`src/rtl/ofmap_deskew_collector_if.sv`:
```
// Row-vector stream from the deskew collector to the ofmap writeback path.
// master drives row_data/row_valid, slave returns row_ready.
interface ofmap_deskew_collector_if #(
  parameter int unsigned OFMAP_WIDTH = 32,
  parameter int unsigned ARRAY_WIDTH = 4
);
  logic [OFMAP_WIDTH-1:0] row_data [ARRAY_WIDTH-1:0];
  logic                   row_valid;
  logic                   row_ready;

  modport master (output row_data, output row_valid, input row_ready);
  modport slave  (input row_data, input row_valid, output row_ready);
endinterface

```
`src/rtl/ofmap_deskew_collector.sv`:
```
// Re-aligns the staggered ofmap columns of the systolic array into full row vectors,
// buffers them in a show-ahead FIFO and reports buffer space to the array controller.
module ofmap_deskew_collector #(
  parameter int unsigned OFMAP_WIDTH = 32,
  parameter int unsigned ARRAY_WIDTH = 4,
  parameter int unsigned FIFO_DEPTH  = 8,
  localparam int unsigned CntW = $clog2(FIFO_DEPTH) + 1
) (
  input  logic                   clk,
  input  logic                   rst_n,
  input  logic                   enable,
  input  logic                   col0_valid,
  input  logic [OFMAP_WIDTH-1:0] array_ofmap [ARRAY_WIDTH-1:0],
  ofmap_deskew_collector_if.master row_if,
  output logic                   space_ok,
  output logic [CntW-1:0]        count,
  output logic                   overflow_err
);

  localparam int unsigned Lag  = ARRAY_WIDTH - 1;
  localparam int unsigned PtrW = $clog2(FIFO_DEPTH);

  typedef logic [ARRAY_WIDTH-1:0][OFMAP_WIDTH-1:0] row_t;

  row_t aligned;

  // Column c waits Lag-c enable cycles so every column lines up with the live last column.
  for (genvar c = 0; c < int'(Lag); c++) begin : g_dly
    localparam int unsigned Stages = Lag - c;
    logic [OFMAP_WIDTH-1:0] sr_d [Stages];
    logic [OFMAP_WIDTH-1:0] sr_q [Stages];

    always_comb begin
      sr_d = sr_q;
      if (enable) begin
        sr_d[0] = array_ofmap[c];
        for (int s = 1; s < int'(Stages); s++) sr_d[s] = sr_q[s-1];
      end
    end

    always_ff @(posedge clk or negedge rst_n) begin
      if (!rst_n) begin
        for (int s = 0; s < int'(Stages); s++) sr_q[s] <= '0;
      end else begin
        sr_q <= sr_d;
      end
    end

    assign aligned[c] = sr_q[Stages-1];
  end
  assign aligned[ARRAY_WIDTH-1] = array_ofmap[ARRAY_WIDTH-1];

  logic [Lag-1:0]  tok_d, tok_q;
  logic [CntW:0]   tok_cnt;
  row_t            mem_d [FIFO_DEPTH];
  row_t            mem_q [FIFO_DEPTH];
  logic [PtrW-1:0] wr_ptr_d, wr_ptr_q, rd_ptr_d, rd_ptr_q;
  logic [CntW-1:0] count_d, count_q;
  logic            ovf_d, ovf_q;
  logic            complete, full, push, pop;

  always_comb begin
    tok_d = tok_q;
    if (enable) begin
      tok_d[0] = col0_valid;
      for (int i = 1; i < int'(Lag); i++) tok_d[i] = tok_q[i-1];
    end
    tok_cnt = '0;
    for (int i = 0; i < int'(Lag); i++) tok_cnt = tok_cnt + (CntW+1)'(tok_q[i]);
  end

  assign complete = enable & tok_q[Lag-1];
  assign full     = (count_q == CntW'(FIFO_DEPTH));
  assign pop      = (count_q != '0) & row_if.row_ready;
  // A push into a full buffer is only safe when the head leaves on the same edge.
  assign push     = complete & (~full | pop);

  always_comb begin
    mem_d    = mem_q;
    wr_ptr_d = wr_ptr_q;
    rd_ptr_d = rd_ptr_q;
    count_d  = count_q;
    ovf_d    = ovf_q | (complete & full & ~pop);
    if (push) begin
      mem_d[wr_ptr_q] = aligned;
      wr_ptr_d        = wr_ptr_q + PtrW'(1);
    end
    if (pop) rd_ptr_d = rd_ptr_q + PtrW'(1);
    if (push && !pop) count_d = count_q + CntW'(1);
    else if (pop && !push) count_d = count_q - CntW'(1);
  end

  always_ff @(posedge clk or negedge rst_n) begin
    if (!rst_n) begin
      tok_q    <= '0;
      wr_ptr_q <= '0;
      rd_ptr_q <= '0;
      count_q  <= '0;
      ovf_q    <= 1'b0;
      for (int i = 0; i < int'(FIFO_DEPTH); i++) mem_q[i] <= '0;
    end else begin
      tok_q    <= tok_d;
      wr_ptr_q <= wr_ptr_d;
      rd_ptr_q <= rd_ptr_d;
      count_q  <= count_d;
      ovf_q    <= ovf_d;
      mem_q    <= mem_d;
    end
  end

  always_comb begin
    for (int c = 0; c < int'(ARRAY_WIDTH); c++) row_if.row_data[c] = mem_q[rd_ptr_q][c];
  end

  assign row_if.row_valid = (count_q != '0);
  assign count            = count_q;
  assign overflow_err     = ovf_q;
  // Rows already in the token line will land in the FIFO regardless of enable.
  assign space_ok = (({1'b0, count_q} + tok_cnt) <= (CntW+1)'(FIFO_DEPTH - 1));

endmodule

```
`src/flat_wrapper.sv`:
```
// flat-port wrapper written by rule: the top's interface ports become plain ports
module ofmap_deskew_collector_flat 
#(
  parameter int unsigned OFMAP_WIDTH = 32,
  parameter int unsigned ARRAY_WIDTH = 4,
  parameter int unsigned FIFO_DEPTH  = 8,
  localparam int unsigned CntW = $clog2(FIFO_DEPTH) + 1
)
  (clk, rst_n, enable, col0_valid, array_ofmap, space_ok, count, overflow_err, row_if_row_data, row_if_row_valid, row_if_row_ready);
  ofmap_deskew_collector_if #(.OFMAP_WIDTH(OFMAP_WIDTH), .ARRAY_WIDTH(ARRAY_WIDTH)) row_if_i ();
  input  logic clk;
  input  logic rst_n;
  input  logic enable;
  input  logic col0_valid;
  input  logic [OFMAP_WIDTH-1:0] array_ofmap[ARRAY_WIDTH-1:0];
  output logic space_ok;
  output logic [CntW-1:0] count;
  output logic overflow_err;
  output wire logic [$bits(row_if_i.row_data)-1:0] row_if_row_data;
  output wire logic [$bits(row_if_i.row_valid)-1:0] row_if_row_valid;
  input wire logic [$bits(row_if_i.row_ready)-1:0] row_if_row_ready;
  assign row_if_row_data = {>>{row_if_i.row_data}};
  assign row_if_row_valid = row_if_i.row_valid;
  assign row_if_i.row_ready = row_if_row_ready;
  ofmap_deskew_collector #(.OFMAP_WIDTH(OFMAP_WIDTH), .ARRAY_WIDTH(ARRAY_WIDTH), .FIFO_DEPTH(FIFO_DEPTH)) u_core (.clk(clk), .rst_n(rst_n), .enable(enable), .col0_valid(col0_valid), .array_ofmap(array_ofmap), .row_if(row_if_i), .space_ok(space_ok), .count(count), .overflow_err(overflow_err));
endmodule
```
`config.mk`:
```
export PLATFORM = sky130hd
export DESIGN_NAME = ofmap_deskew_collector_flat
export DESIGN_NICKNAME = d
export VERILOG_FILES = /design/src/rtl/ofmap_deskew_collector_if.sv /design/src/rtl/ofmap_deskew_collector.sv /design/src/flat_wrapper.sv
export SDC_FILE = /design/constraint.sdc
export NUM_CORES = 2
export LEC_CHECK = 0
export CAP_MARGIN = 20
export CORE_MARGIN = 1
export CORE_UTILIZATION = 41
export CTS_BUF_LIST = sky130_fd_sc_hd__clkbuf_16
export DETAILED_ROUTE_END_ITERATION = 10
export SLEW_MARGIN = 25
export SYNTH_ARGS = -nofsm -noshare
export SYNTH_HDL_FRONTEND = slang
export SYNTH_SLANG_ARGS = --single-unit
export TNS_END_PERCENT = 20
```
`constraint.sdc`:
```
create_clock -name clk -period 4.5 [get_ports clk]
set_input_delay 0.45 -clock clk [delete_from_list [all_inputs] [get_ports clk]]
set_output_delay 0.45 -clock clk [all_outputs]
set_load 0.05 [all_outputs]
```
# --- Yosys cells after proc, flatten, opt, wreduce, memory -nomap -nowiden ---
# Index checks and enable logic that the tools add are counted.
op_classes:
  addsub: 7
  n_mul: 0
  div_mod_pow: 0
  order_cmp: 4
  eq_ne: 1
  n_shift: 0
  muxes: 8
  n_bitwise: 11
  reduce_logical: 7
op_table:
  columns: ["operator", "n"]
  rows:
  - ["bitwise mux 1024 bit", 1]
  - ["binary-select mux 128 bit (select 3 bit)", 1]
  - ["demux 128 bit (select 3 bit)", 1]
  - ["2-to-1 mux 128 bit", 3]
  - [">= comparator 4 bit, second input constant", 2]
  - ["2-to-1 mux 4 bit", 2]
  - ["inverter 3 -> 4 bit", 2]
  - ["adder 3 x 1 -> 3 bit, second input constant", 2]
  - ["adder 4 x 5 -> 5 bit", 1]
  - ["adder 5 x 1 -> 5 bit", 1]
  - ["AND 1 bit", 5]
  - ["<= comparator 5 x 3 -> 1 bit, second input constant", 1]
  - ["adder 4 x 1 -> 4 bit, second input constant", 1]
  - ["== test 4 bit, second input constant", 1]
  - ["less-than comparator 4 x 1 -> 1 bit, second input constant", 1]
  - ["nonzero test 4 bit", 1]
  - ["subtractor 4 x 1 -> 4 bit, second input constant", 1]
  - ["logical AND 1 bit", 3]
  - ["adder 1 x 1 -> 2 bit", 1]
  - ["logical NOT 1 bit", 2]
  - ["inverter 1 bit", 2]
  - ["OR 1 bit", 2]
  - ["nonzero test 2 bit", 1]
totals:
  regBits: 1230
  latchBits: 0
  mem_bits_rw: 0
  rom_bits: 0
  in_bits: 133
  out_inout_bits: 135
  wordCells: 81
  memories: 0

# --- Longest topological paths before layout ---
depth:
  ltp_word: 8
  mapped_depth: 9
  mapped_depth_nobuf: 8

# --- Worst setup path after synthesis ---
# No wires, ideal clock.
synth_path:
  path_type: "register -> register"
  startpoint: "reg u_core.count_q[0] (netlist: u_core.count[0])"
  endpoint: "reg u_core.count_q[3] (netlist: u_core.count[3])"
  t_arrival_ns: 3.052
  t_required_ns: 4.369
  slack_ns: 1.317
  stages_incl_launch_ff: 9
  cell_sequence: "dfrtp_1 or4_1 nand2_1 ha_1 inv_1 ha_1 or4_1 o211ai_1 o211ai_1"
synth_between:
  elab_chain_len: 7
  elab_cells_between_ends: 15
synth_rtl:
  columns: ["item", "line", "source"]
  rows:
  - ["start: declaration", "ofmap_deskew_collector.sv:58", "logic [CntW-1:0] count_d, count_q;"]
  - ["start signal: assignment", "ofmap_deskew_collector.sv:105", "count_q <= count_d;"]
  - ["nonzero test 4 bit *", null, null]
  - ["named net row_if_row_valid", "flat_wrapper.sv:20", "output wire logic [$bits(row_if_i.row_valid)-1:0] row_if_row_valid;"]
  - ["AND 1 bit *", "ofmap_deskew_collector.sv:74", "assign pop = (count_q != '0) & row_if.row_ready;"]
  - ["OR 1 bit", "ofmap_deskew_collector.sv:76", "assign push = complete & (~full | pop);"]
  - ["AND 1 bit", "ofmap_deskew_collector.sv:76", null]
  - ["logical NOT 1 bit", "ofmap_deskew_collector.sv:90", "else if (pop && !push) count_d = count_q - CntW'(1);"]
  - ["logical AND 1 bit", "ofmap_deskew_collector.sv:90", null]
  - ["nonzero test 2 bit (no line)", null, null]
# Mark *: on every way through the listed nets, which the timed path passes. The rest lies on a longest branch. The select of a mux whose other input is x is not followed.
# A chain may end at the register's enable or synchronous reset.

# --- Worst setup path after layout ---
layout_path:
  startpoint: "reg u_core.rd_ptr_q[0]"
  endpoint: "out row_if_row_data[60]"
layout_between:
  elab_chain_len: 4
layout_rtl:
  columns: ["item", "line", "source"]
  rows:
  - ["start: declaration", "ofmap_deskew_collector.sv:57", "logic [PtrW-1:0] wr_ptr_d, wr_ptr_q, rd_ptr_d, rd_ptr_q;"]
  - ["start signal: assignment", "ofmap_deskew_collector.sv:104", "rd_ptr_q <= rd_ptr_d;"]
  - ["inverter 3 -> 4 bit (implied by the code)", "ofmap_deskew_collector.sv:112", "for (int c = 0; c < int'(ARRAY_WIDTH); c++) row_if.row_data[c] = mem_q[rd_ptr_q][c];"]
  - ["binary-select mux 128 bit (select 3 bit)", "ofmap_deskew_collector.sv:112", null]
  - ["2-to-1 mux 128 bit (2 in series)", null, null]
  - ["end: declaration", "flat_wrapper.sv:19", "output wire logic [$bits(row_if_i.row_data)-1:0] row_if_row_data;"]
# Every way passes these cells. The select of a mux whose other input is x is not followed.

==> metrics.yaml <==
status:
  status: "finished, final reports clean"
routing:
  routedWlPerCell_microns: 23.4
  first_pass_iters: 5
  drt-total-wl_mm: 123
  vias_per_cell: 5.36
  ant_nets: 0
  vias: 28200
  drc_errors: 0
  initialDrtViolationCount: 1458
timing:
  finalCritPeriodShare_pct: 91.6
  final_hold_viol_count: 0
  setup_viol: 0
  fin_skew_ns: 0.0253
  rsz0062_at_grt: "false"
  period_minus_slack_ns: 4.12
  slew_headroom_pct: 37.4
  max_slew.worst_pin.slew_ns: 0.939
  finalMaxSlewViolations: 0
  tns_ns: 0
  fmax_mhz: 243
power_and_ir_drop:
  powerDensity_mw_per_mm2: 789
  clockPowerShare_pct: 21.6
  switching_share_pct: 35.2
  p_sw_mw: 17.5
  leakagePower_nw: 27.5
  seqPwrFrac_pct: 36.4
  p_int_mw: 32.3
  power.share.combinational_pct: 42.0
  peakVddDrop_v: 0.000601
setup_path:
  critPathMaxFanout: 30
  crit_type: "register to output port"
  crit_path_end_kind: "output port"
  required_ns: 4.05
  worst_ep_arrival_time_ns: 3.67
  start_kind: "register"
cells_and_area:
  area_growth_pct: 16.0
  antennaDiodeCount: 0
  mostFrequentLayoutCells: "1,229 x mux2_2, 1,227 x dfrtp_1, 265 x clkdlybuf4s50_1"
  fin_nets: 3534
  drive_gt1_share_pct: 53.9
  fin_util_pct: 48.0
  fill_cells: 11200
  final_common_cell: "mux2_2"
hold_path:
  hold_path_class: "input pin to register"
synthesis:
  yosysUniqueCellTypes: 35
  yosys_warnings: 0
  ys_ff_latch: 1230
  ys_async_sr_fraction_pct: 100
  synthCells: 3111
  yosysTopAreaCell: "dfrtp_1"
  ys.flop_type: "dfrtp_1"
  ys_seq_area_share_pct: 56.5
  syn_avg_cell_area_sq_um: 17.5
  netlist_area_sq_mm: 0.0544
  synth_area_leaders: "dfrtp_1 57%, mux2_2 25%, mux4_2 11%, mux2_4 3.3%, buf_6 1.8%"
  mappedNetlistNets: 3254
  synth_top_cell_area_share_pct: 56.5
  synth_edf_count: 0
floorplanning:
  start_util_pct: 41.4
  core_area_sq_mm: 0.132
  num_rows: 133
  die_h_microns: 366
  die_area_sq_mm: 0.134
  io_pins: 268
  fp.dieW_microns: 366
cts:
  htree_levels: 4
  clk_path_buf_depth: 3
  clk_latency_ns: 0.76
  post_cts_buffers: 0
  numCtsBuffers: 140
  cts-root-buf: "clkbuf_16"
  clk_pin_slew_worst_paths_ns: 0.06
  clock-sinks: 1230
  cts_tree: "done"
grt:
  track_usage_pct: 18.8
  grt_max_degree: 119
  grt_antenna_before_repair: 7
  grt_pass1_wl_mm: 194
  grt_remaining_overflow: 0
  grt_pass1_vias: 30700
placed_design:
  place.gp.congestion: 0.713
  place.port_buffers: 267
  hpwlAfterDp_mm: 68.6
flow_run:
  drv_cap: 0
## critical path, cell delays in order, from the launching register on
cell,delay (ns)
dfrtp_4,0.71
buf_12,0.30
buf_12,0.28
mux4_2,0.54
mux2_2,0.31
clkdlybuf4s50_1,0.72
## registers in the layout, indices dropped and copies added (netlist names)
name / count
u_core.mem_q: 1024
u_core.g_dly.sr_q: 128
u_core.aligned: 64
u_core.count: 4
u_core.rd_ptr_q: 3
u_core.tok_q: 3
u_core.wr_ptr_q: 3
u_core.overflow_err: 1
## synthesized netlist by cell type, drive strengths merged, types with 2 or more instances
master  number
nand2        5
and4b        2
nand3        4
nor3         2
nand2b       2
mux4       256
o211a        3
or3          2
fa           3
xnor2        5
or4          2
clkbuf      55
mux2i        2
nor2b        2
inv          6
a21oi        4
buf        154
o21ai        3
dfrtp     1230
mux2      1349
o211ai       5
ha           7
## area by class of cell
type	count	area [sq um]	area share, %
multi-input combinational	1666	22000	34.8
clock inverter	109	802	1.27
inverter	6	22.5	0.0357
clock buffer	140	3500	5.55
sequential	1230	30800	48.8
timing repair buffer	347	3850	6.10
tap	1755	2200	3.48
## path summary, 6_finish.rpt
check	start	to	slack, ns	cells past startpoint
setup / recovery	u_core.rd_ptr_q[0]	row_if_row_data[60]	0.38	5
setup reg to reg	u_core.count[3]	u_core.count[3]	1.56	8
hold reg to reg	u_core.overflow_err	u_core.overflow_err	0.47	1
max in group asynchronous	rst_n	u_core.mem_q[1002]	2.97	3
hold / removal	array_ofmap[8]	u_core.g_dly[0].sr_q[72]	0.30	2
min in group asynchronous	rst_n	u_core.g_dly[1].sr_q[40]	0.37	2
## per-layer routing
metal | vias to the layer above | global-route usage (%) | share of wire, %
met1 | 15300 | 26.4 | 46
met2 | 439 | 29.2 | 47
met3 | 166 | 4.28 | 4.6
met5 | - | 0 | 0.064
li1 | 12200 | - | -
met4 | 12 | 5.18 | 2.0
## power groups by stage
| stage | Clock [mW] | Combinational (mW) | Sequential (mW) |
|---|---|---|---|
| after global routing | 11.6 | 22.1 | 18.7 |
| after floorplan | 0 | 15.8 | 17.2 |
| final | 10.8 | 20.9 | 18.1 |
| after detailed placement | 0 | 21.1 | 18.3 |
| after CTS | 11.1 | 21.2 | 18.1 |
| after global placement | 0 | 20.9 | 18.2 |
## through the flow
step	hold slack, ns	power [mW]	setup WS (ns)	area [sq um]	instances
after CTS	0.227	50.5	0.221	63100	5253
final	0.304	49.8	0.377	63100	5253
after detailed placement	0.457	39.4	1.07	58800	5002
after global placement	0.454	39.1	1.08	58800	5000
after global routing	0.264	52.4	0.169	63100	5253
after floorplan	0.154	33.1	1.32	54400	3111
## kinds of logic after synthesis
| logic type | after synthesis | synth area share [%] |
|---|---|---|
| xor+xnor | 6 | 0.0965 |
| buf+inv | 215 | 3.19 |
| simple gates | 24 | 0.267 |
| mux | 1607 | 39.4 |
| fa+ha+maj | 10 | 0.271 |
| flops | 1230 | 56.5 |
| compound gates | 19 | 0.267 |
## repair_timing
item                                   4_1_cts  5_1_grt
hold buffers                                 2        0
gates resized for setup                      0        0
endpoints found under the hold margin       95        0
No activity file was read; power rests on OpenSTA's default activity.
